### src/rtl/alu_uart_interface_if.sv
// Byte-level UART link plus ALU operand/result bus between the sequencer and its surroundings.
// The slave modport is the sequencer's view; master is the UART/ALU side.
interface alu_uart_interface_if #(
  parameter int DATA_WIDTH = 8,
  parameter int OP_WIDTH   = 6
);
  logic [7:0]            rx_data;
  logic                  rx_done;
  logic                  tx_done;
  logic [DATA_WIDTH-1:0] alu_result;
  logic                  alu_overflow;
  logic                  alu_zero;
  logic [DATA_WIDTH-1:0] alu_a;
  logic [DATA_WIDTH-1:0] alu_b;
  logic [OP_WIDTH-1:0]   alu_op;
  logic                  tx_start;
  logic [7:0]            tx_data;
  logic                  busy;
  logic                  timeout;

  modport slave (
    input  rx_data, rx_done, tx_done, alu_result, alu_overflow, alu_zero,
    output alu_a, alu_b, alu_op, tx_start, tx_data, busy, timeout
  );

  modport master (
    output rx_data, rx_done, tx_done, alu_result, alu_overflow, alu_zero,
    input  alu_a, alu_b, alu_op, tx_start, tx_data, busy, timeout
  );
endinterface

### src/rtl/alu_uart_interface.sv
// Collects A, B, opcode bytes from the UART, holds them on the ALU, then sends result and flags bytes;
// tx_start two cycles after the opcode byte; a stalled transmitter holds the FSM, an idle receiver times out.
module alu_uart_interface #(
  parameter int DATA_WIDTH     = 8,
  parameter int OP_WIDTH       = 6,
  parameter int TIMEOUT_CYCLES = 1000000
) (
  input  logic                 clk,
  input  logic                 reset,
  alu_uart_interface_if.slave  bus
);

  localparam int CNT_W = $clog2(TIMEOUT_CYCLES);
  localparam logic [CNT_W-1:0] CNT_LAST = CNT_W'(TIMEOUT_CYCLES - 1);

  typedef enum logic [2:0] {
    WAIT_A,
    WAIT_B,
    WAIT_OP,
    EXEC,
    SEND_RES,
    WAIT_TX_RES,
    SEND_FLG,
    WAIT_TX_FLG
  } state_t;

  state_t                state;
  state_t                state_nxt;
  logic [CNT_W-1:0]      wd_cnt;
  logic                  wd_run;
  logic                  wd_expire;
  logic [DATA_WIDTH-1:0] a_q;
  logic [DATA_WIDTH-1:0] b_q;
  logic [OP_WIDTH-1:0]   op_q;
  logic [7:0]            res_cap;
  logic [7:0]            flg_q;
  logic [7:0]            tx_data_q;
  logic                  timeout_q;

  always_comb begin
    res_cap = '0;
    res_cap[DATA_WIDTH-1:0] = bus.alu_result;
  end

  // A byte arriving on the expiry cycle wins over the watchdog.
  assign wd_run    = (state == WAIT_B) || (state == WAIT_OP);
  assign wd_expire = wd_run && !bus.rx_done && (wd_cnt == CNT_LAST);

  always_ff @(posedge clk or posedge reset) begin
    if (reset) begin
      state <= WAIT_A;
    end else begin
      state <= state_nxt;
    end
  end

  always_comb begin
    state_nxt = state;
    case (state)
      WAIT_A: begin
        if (bus.rx_done) state_nxt = WAIT_B;
      end
      WAIT_B: begin
        if (bus.rx_done)    state_nxt = WAIT_OP;
        else if (wd_expire) state_nxt = WAIT_A;
      end
      WAIT_OP: begin
        if (bus.rx_done)    state_nxt = EXEC;
        else if (wd_expire) state_nxt = WAIT_A;
      end
      EXEC:        state_nxt = SEND_RES;
      SEND_RES:    state_nxt = WAIT_TX_RES;
      WAIT_TX_RES: begin
        if (bus.tx_done) state_nxt = SEND_FLG;
      end
      SEND_FLG:    state_nxt = WAIT_TX_FLG;
      WAIT_TX_FLG: begin
        if (bus.tx_done) state_nxt = WAIT_A;
      end
      default:     state_nxt = WAIT_A;
    endcase
  end

  always_ff @(posedge clk or posedge reset) begin
    if (reset) begin
      a_q       <= '0;
      b_q       <= '0;
      op_q      <= '0;
      flg_q     <= '0;
      tx_data_q <= '0;
      timeout_q <= 1'b0;
      wd_cnt    <= '0;
    end else begin
      timeout_q <= wd_expire;

      if (wd_run && !bus.rx_done && !wd_expire) begin
        wd_cnt <= wd_cnt + 1'b1;
      end else begin
        wd_cnt <= '0;
      end

      // tx_data carries the result from EXEC onward and switches to flags only
      // once the result byte is acknowledged, so it stays stable per byte.
      case (state)
        WAIT_A: begin
          if (bus.rx_done) a_q <= bus.rx_data[DATA_WIDTH-1:0];
        end
        WAIT_B: begin
          if (bus.rx_done) b_q <= bus.rx_data[DATA_WIDTH-1:0];
        end
        WAIT_OP: begin
          if (bus.rx_done) op_q <= bus.rx_data[OP_WIDTH-1:0];
        end
        EXEC: begin
          tx_data_q <= res_cap;
          flg_q     <= {6'b0, bus.alu_overflow, bus.alu_zero};
        end
        WAIT_TX_RES: begin
          if (bus.tx_done) tx_data_q <= flg_q;
        end
        default: ;
      endcase
    end
  end

  assign bus.alu_a    = a_q;
  assign bus.alu_b    = b_q;
  assign bus.alu_op   = op_q;
  assign bus.tx_start = (state == SEND_RES) || (state == SEND_FLG);
  assign bus.tx_data  = tx_data_q;
  assign bus.busy     = (state != WAIT_A);
  assign bus.timeout  = timeout_q;

endmodule

### src/flat_wrapper.sv
// flat-port wrapper written by rule: the top's interface ports become plain ports
module alu_uart_interface_flat 
#(
  parameter int DATA_WIDTH     = 8,
  parameter int OP_WIDTH       = 6,
  parameter int TIMEOUT_CYCLES = 1000000
)
  (clk, reset, bus_rx_data, bus_rx_done, bus_tx_done, bus_alu_result, bus_alu_overflow, bus_alu_zero, bus_alu_a, bus_alu_b, bus_alu_op, bus_tx_start, bus_tx_data, bus_busy, bus_timeout);
  alu_uart_interface_if #(.DATA_WIDTH(DATA_WIDTH), .OP_WIDTH(OP_WIDTH)) bus_i ();
  input  logic clk;
  input  logic reset;
  input wire logic [$bits(bus_i.rx_data)-1:0] bus_rx_data;
  input wire logic [$bits(bus_i.rx_done)-1:0] bus_rx_done;
  input wire logic [$bits(bus_i.tx_done)-1:0] bus_tx_done;
  input wire logic [$bits(bus_i.alu_result)-1:0] bus_alu_result;
  input wire logic [$bits(bus_i.alu_overflow)-1:0] bus_alu_overflow;
  input wire logic [$bits(bus_i.alu_zero)-1:0] bus_alu_zero;
  output wire logic [$bits(bus_i.alu_a)-1:0] bus_alu_a;
  output wire logic [$bits(bus_i.alu_b)-1:0] bus_alu_b;
  output wire logic [$bits(bus_i.alu_op)-1:0] bus_alu_op;
  output wire logic [$bits(bus_i.tx_start)-1:0] bus_tx_start;
  output wire logic [$bits(bus_i.tx_data)-1:0] bus_tx_data;
  output wire logic [$bits(bus_i.busy)-1:0] bus_busy;
  output wire logic [$bits(bus_i.timeout)-1:0] bus_timeout;
  assign bus_i.rx_data = bus_rx_data;
  assign bus_i.rx_done = bus_rx_done;
  assign bus_i.tx_done = bus_tx_done;
  assign bus_i.alu_result = bus_alu_result;
  assign bus_i.alu_overflow = bus_alu_overflow;
  assign bus_i.alu_zero = bus_alu_zero;
  assign bus_alu_a = bus_i.alu_a;
  assign bus_alu_b = bus_i.alu_b;
  assign bus_alu_op = bus_i.alu_op;
  assign bus_tx_start = bus_i.tx_start;
  assign bus_tx_data = bus_i.tx_data;
  assign bus_busy = bus_i.busy;
  assign bus_timeout = bus_i.timeout;
  alu_uart_interface #(.DATA_WIDTH(DATA_WIDTH), .OP_WIDTH(OP_WIDTH), .TIMEOUT_CYCLES(TIMEOUT_CYCLES)) u_core (.clk(clk), .reset(reset), .bus(bus_i));
endmodule
### config.mk
export PLATFORM = sky130hd
export DESIGN_NAME = alu_uart_interface_flat
export DESIGN_NICKNAME = d
export VERILOG_FILES = /design/src/rtl/alu_uart_interface_if.sv /design/src/rtl/alu_uart_interface.sv /design/src/flat_wrapper.sv
export SDC_FILE = /design/constraint.sdc
export NUM_CORES = 1
export LEC_CHECK = 0
export ABC_AREA = 1
export CORE_MARGIN = 2
export CORE_UTILIZATION = 30
export CTS_CLUSTER_DIAMETER = 80
export DETAILED_ROUTE_END_ITERATION = 16
export GPL_TIMING_DRIVEN = 0
export PLACE_DENSITY = 0.48
export REMOVE_ABC_BUFFERS = 1
export SYNTH_ARGS = -nofsm -noshare
export SYNTH_HDL_FRONTEND = slang
export SYNTH_SLANG_ARGS = --single-unit
export TNS_END_PERCENT = 5
### constraint.sdc
create_clock -name clk -period 2.1 [get_ports clk]
set_input_delay 0.525 -clock clk [delete_from_list [all_inputs] [get_ports clk]]
set_output_delay 0.525 -clock clk [all_outputs]
set_load 0.01 [all_outputs]
==> flow_summary_export.csv, run 1 <==
group,metric,value,unit
worst_setup_path,slowest_delay,0.57,ns
yosys,synth_xor_area_share,3.34,%
final_layout,antenna_cells,0,
yosys,async_flop_share,100,%
floorplan,num_io_pins,55,
routing,wl_met1,2990,um
worst_setup_path,worst-endpoint-required,1.57,ns
worst_setup_path,arrival,1.25,ns
worst_setup_path,crit_slowest_cell,"clkdlybuf4s50_1",
final_layout,regArea,1400,um2
clock_network,clkLatencyLatePin,0.31,ns
floorplan,initial_core_util,30.5,%
worst_setup_path,critical_path.startpoint_type,"register",
routing,drt_first_iter_violations,88,
global_route,grt_pass1_wl,10500,um
yosys,synth_mux_area_share,0,%
floorplan,rows,34,
timing,setup_viol,0,
run_status,status,"finished, final reports clean",
yosys,netlist_instances,311,
timing,rsz0062_at_grt,"no",
run,maxCapViolations,0,
routing,met2_length,2550,um
clock_network,htree_levels,2,
yosys,synth_top_cell_area_share,53.5,%
final_layout,layout-drive-gt1-share,8.60,%
placement,hpwl,4350,um
yosys,synthesis.area,2620,um2
global_route,grt-ovfl-total,0,
power,power_density,1090,nW/um2
power,total_power,0.00371,W
yosys,yosys.area_share.simple,28.5,%
worst_setup_path,path_cells,"clkdlybuf4s50_1",
final_layout,final_cell_mix,"62 x nand2_1, 56 x dfrtp_1, 53 x nor2_1",
final_layout,final_area,3410,um2
clock_network,cts_tree,"built",
yosys,synth_compound_area_share,8.55,%
routing,avgViaCountPerCell,4.48,
power,ir_drop,0.502,mV
clock_network,cts_buffers,5,
final_layout,layout_commonest_cell,"nand2_1",
yosys,ys.flop_type,"dfrtp_1",
final_layout,syn_to_final_growth,30.0,%
routing,routed-via-count,2149,
global_route,grt_antenna_before_repair,0,
power,p_leak,1.46,nW
routing,routed.top_layer,"met4",
floorplan,dieArea,9500,um2
timing,slew_violations,0,
placement,port_buffers,54,
timing,worst_slew_pin_slew,0.606,ns
timing,period_needed,1.78,ns
clock_network,ctsHoldBuffers,0,
worst_setup_path,cp.buffers_inverters,1,
routing,routed_wl,5960,um
worst_setup_path,worstSetupPathType,"register to output pin",
yosys,synth-adder-area-share,0.478,%
final_layout,multi_input_area,1070,um2
yosys,ys_ff_latch,56,
timing,max-slew-margin-rel,59.5,%
floorplan,die_x,97.5,um
worst_setup_path,crit_family,"buffers and inverters",
timing,fmax,563,MHz
yosys,synth-warning-count,0,
yosys,synth_top_area_cell,"dfrtp_1",
hold_path,hold_class,"register to register",
timing,skew,0.00465,ns
final_layout,nets,394,
floorplan,fp.dieH,97.5,um
routing,routedWlPerCell,12.4,um
worst_setup_path,ff2ff_setup_slack,0.40,ns
global_route,grt_start_max_net_pins,36,
routing,drc,0,
yosys,yosysUniqueCellTypes,29,
routing,drtPass1Iterations,4,
clock_network,cts_buffer_depth,2,
yosys,postSynthAreaPerCell,8.42,um2
yosys,synthTopCellsByArea,"dfrtp_1 53%, nand2_1 8.9%, nor2_1 7.6%",
yosys,yosysSeqAreaShare,53.5,%
routing,ant_nets,0,
worst_setup_path,cp_max_fo,2,
clock_network,numClockSinks,56,
global_route,grt_pass1_vias,2125,
timing,hold_viol_final,0,
yosys,synth_top_family_by_area,"simple AND/OR/NAND/NOR gates",
placement,place.gp.congestion,0.797,
floorplan,core-area,8590,um2
final_layout,fillCellCount,895,
yosys,synth_edf_count,0,
global_route,grt_usage,13.6,%
placement,placed_area,3280,um2
timing,post-route-period-util,84.6,%
routing,wl_met3,359,um
clock_network,cts_root_buffer,"clkbuf_8",
clock_network,clk_pin_slew_worst_paths,0.11,ns
worst_setup_path,end_kind,"output pin",
[per-layer routing]
metal | track usage (%) | up-vias
met5 | 0 | -
met4 | 3.85 | 0
met3 | 4.60 | 4
met2 | 20.4 | 45
met1 | 18.6 | 983
li1 | - | 1117
[where the power goes]
group          internal [W]  total (W)  leakage [nW]  switching, W
clock network      0.000245   0.000637        0.0487      0.000392
registers           0.00139    0.00156         0.728      0.000174
logic              0.000735    0.00151         0.681      0.000775
[Yosys cell counts (2+ instances only)]
cell     number
nand2_1      62
dfrtp_1      56
nor2_1       53
inv_1        29
o21ai_0      28
nand3_1      17
a21oi_1      11
xor2_1        9
nor3_1        7
nand4_1       6
buf_2         4
nand2_2       4
nand3_2       4
nor2_2        4
inv_2         2
nor3b_1       2
[cell families (layout without fill, tap and decap cells)]
kind of cell | Yosys count | in the layout
adder cells (fa/ha/maj) | 1 | 1
AND/OR/NAND/NOR | 165 | 165
XOR/XNOR | 10 | 10
buffers and inverters | 36 | 97
flip-flops | 56 | 56
AO/OA/AOI/OAI | 43 | 43
[stage by stage]
step                      hold WS [ns]  util, %  std cells  TNS, ns  setup WS, ns
after CTS                        0.501     39.6        480        0       0.00264
after global routing             0.529     39.6        480        0         0.152
after global placement           0.466     38.0        468   -53.29        -0.955
after detailed placement         0.473     38.2        469  -0.0370       -0.0298
after floorplan                  0.481        -        306        0         0.204
final                            0.496     39.6        480        0         0.322
[area by class of cell]
cell class / instances / share of cell area, %
clock buffers: 5 / 2.02
clock inverters: 3 / 0.771
inverters: 31 / 3.42
multi-input cells: 219 / 31.4
flip-flops and latches: 56 / 41.1
well taps: 108 / 3.97
repair buffers: 58 / 17.3
[sequential cells by signal (all words and copies together) (netlist names)]
register / flops
u_core.bus.alu_a: 8
u_core.state: 3
u_core.wd_cnt: 20
u_core.bus.alu_b: 8
u_core.bus.timeout: 1
u_core.bus.tx_data: 8
u_core.bus.alu_op: 6
u_core.flg_q: 2
[path summary, 6_finish.rpt]
path,end,startpoint,cells after the start
max,bus_alu_b[0],u_core.bus.alu_b[0]$_DFFE_PP0P_,1
min,u_core.bus.alu_op[0]$_DFFE_PP0P_,u_core.bus.alu_op[0]$_DFFE_PP0P_,2
max reg2reg,u_core.wd_cnt[2]$_DFF_PP0_,u_core.wd_cnt[0]$_DFF_PP0_,6
min reg2reg,u_core.bus.alu_op[0]$_DFFE_PP0P_,u_core.bus.alu_op[0]$_DFFE_PP0P_,2
max in group asynchronous,u_core.wd_cnt[3]$_DFF_PP0_,reset,3
min in group asynchronous,u_core.bus.alu_a[3]$_DFFE_PP0P_,reset,2
[repair_timing]
| item | in CTS | in global routing |
|---|---|---|
| buffers inserted | 3 | 0 |
| resized for setup | 0 | 2 |
| endpoints found under the setup margin | 2 | 2 |
No activity file was read; power rests on OpenSTA's default activity.
==> inputs of run 2 (changes only) <==
PLACE_DENSITY = 0.5   (was 0.48)
clock period = 1.4 ns   (was 2.1 ns; I/O delays follow)
==> run 2 against run 1 <==
  * The run now ends with setup timing left
  * Cell area up 6.9%
  * Routed wire length up 5.9%
  * Sequential power up 50%
  * Power up 55%
  * Utilization up 2.8 points
  * Non-clock buffer count up 16
  * Clock skew up 0.0057 ns
  * Count of clock-buffer cells in the layout unchanged
  * Flip-flop and latch count unchanged
==> flow_summary_export.csv, run 2 (same netlist as run 1, synthesis figures left out) <==
group,metric,value,unit
run_status,status,"finished, violations left",
run_status,violations,"setup timing",
final_layout,regArea,1410,um2
worst_setup_path,cp.buffers_inverters,3,
global_route,grt-ovfl-total,0,
timing,setup_slack,-0.0818,ns
routing,drt_first_iter_violations,77,
worst_setup_path,arrival,1.13,ns
power,total_power,0.00573,W
final_layout,antenna_cells,0,
global_route,grt_antenna_before_repair,0,
final_layout,nets,412,
floorplan,fp.dieH,97.5,um
routing,ant_nets,0,
floorplan,initial_core_util,30.5,%
placement,place.gp.congestion,0.839,
routing,routedWlPerCell,12.7,um
clock_network,cts_root_buffer,"clkbuf_8",
power,ir_drop,0.769,mV
clock_network,ctsHoldBuffers,0,
final_layout,largest_reg_flops,20,
power,p_leak,1.60,nW
global_route,grt_usage,12.8,%
clock_network,clk_pin_slew_worst_paths,0.11,ns
worst_setup_path,cp_max_fo,4,
routing,avgViaCountPerCell,4.57,
clock_network,cts_tree,"built",
timing,rsz0062_at_grt,"yes",
timing,holdWs,0.309,ns
hold_path,hold_class,"input port to asynchronous set/reset pin",
routing,drc,0,
worst_setup_path,end_kind,"output pin",
timing,fmax,675,MHz
routing,routed-via-count,2276,
worst_setup_path,ff2ff_setup_slack,-0.02,ns
worst_setup_path,worstSetupPathType,"register to output pin",
worst_setup_path,worstRegToRegCells,6,
clock_network,numClockSinks,56,
floorplan,dieArea,9500,um2
placement,hpwl,4270,um
timing,skew,0.0103,ns
final_layout,syn_to_final_growth,39.1,%
final_layout,final_util,42.4,%
worst_setup_path,critical_path.startpoint_type,"register",
global_route,grt_pass1_vias,2158,
floorplan,core-area,8590,um2
floorplan,num_io_pins,55,
worst_setup_path,crit_family,"flip-flops",
placement,dp_slack,-0.625,ns
run,maxCapViolations,0,
global_route,grt_start_max_net_pins,42,
floorplan,die_x,97.5,um
worst_setup_path,slowest_delay,0.42,ns
worst_setup_path,worst-endpoint-required,1.05,ns
timing,period_needed,1.48,ns
clock_network,cts_buffer_depth,2,
floorplan,rows,34,
timing,post-route-period-util,106,%
global_route,grt_pass1_wl,10100,um
clock_network,htree_levels,2,
routing,drtPass1Iterations,4,
final_layout,fillCellCount,896,
final_layout,layout_commonest_cell,"nand2_1",
timing,hold_viol_final,0,
timing,setup_tns,-0.191,ns
worst_setup_path,r2r-start,"u_core.wd_cnt[1]$_DFF_PP0_",
worst_setup_path,crit_slowest_cell,"dfrtp_1",
timing,worst_slew_pin_slew,0.365,ns
placement,port_buffers,54,
worst_setup_path,r2r-end,"u_core.wd_cnt[16]$_DFF_PP0_",
final_layout,layout-drive-gt1-share,18.7,%
timing,slew_violations,0,
final_layout,top_register,"u_core.wd_cnt",
worst_setup_path,path_cells,"inv_2, nand2_4, inv_2, nand2_1, buf_2",
worst_setup_path,cp_common_cell,"inv_2",
clock_network,clkLatencyLatePin,0.32,ns
final_layout,final_cell_mix,"60 x nand2_1, 49 x dfrtp_1, 48 x nor2_1",
routing,routed_wl,6310,um
timing,setup_viol,7,
power,power_density,1570,nW/um2
final_layout,multi_input_area,1190,um2
clock_network,cts_buffers,5,
timing,max-slew-margin-rel,75.6,%
-- run 2: how the worst max path moves through the flow --
| stage | slack (ns) | cells past startpoint | from | end |
|---|---|---|---|---|
| after floorplan | -0.32 | 1 | reset | u_core.bus.alu_a[0]$_DFFE_PP0P_ |
| after global placement | -1.47 | 2 | reset | u_core.bus.tx_data[0]$_DFFE_PP0P_ |
| after detailed placement | -0.63 | 3 | bus_rx_done | u_core.bus.alu_b[0]$_DFFE_PP0P_ |
| after CTS | -0.30 | 5 | u_core.state[0]$_DFFE_PP0P_ | bus_busy |
| after global routing | -0.13 | 5 | u_core.state[0]$_DFFE_PP0P_ | bus_busy |
| final | -0.08 | 5 | u_core.state[0]$_DFFE_PP0P_ | bus_busy |
-- run 2: final cells by class --
class	instances	share of cell area, %
clock buffers	5	1.89
inverters	31	3.33
clock inverters	3	0.755
well taps	108	3.71
flip-flops and latches	56	38.7
multi-input cells	221	32.8
repair buffers	74	18.8
-- run 2: metal layers --
metal / GRT usage (%) / up-vias / wire length (um)
met5: 0 / - / 0
met4: 2.35 / 0 / 74
met3: 4.32 / 6 / 403
met2: 19.0 / 51 / 2750
met1: 18.5 / 1063 / 3080
li1: - / 1156 / -
-- run 2: where the power goes --
group | leakage [nW] | internal, W | switching (W) | total, W
Clock | 0.0463 | 0.000369 | 0.000570 | 0.000938
Sequential | 0.716 | 0.00208 | 0.000254 | 0.00234
Combinational | 0.842 | 0.00112 | 0.00134 | 0.00246
Total | 1.60 | 0.00357 | 0.00216 | 0.00573
-- run 2: worst reg2reg max path: stages (launching register included) --
cell	delay [ns]
dfrtp_1	0.42
ha_4	0.19
nand3_4	0.13
nor2_4	0.14
nand3_4	0.16
nand2_4	0.19
nor2_1	0.07
-- run 2: per-stage QoR --
stage	cells	instance area (um2)
floorplan	306	2590
global placement	468	3260
detailed placement	469	3280
CTS	481	3420
global route	498	3640
finish	498	3640
-- run 2: what timing repair did --
action,4_1_cts,5_1_grt
resized for setup,46,38
buffers inserted,4,15
pin swaps,3,6
setup endpoints to repair,78,50
gates cloned,0,2
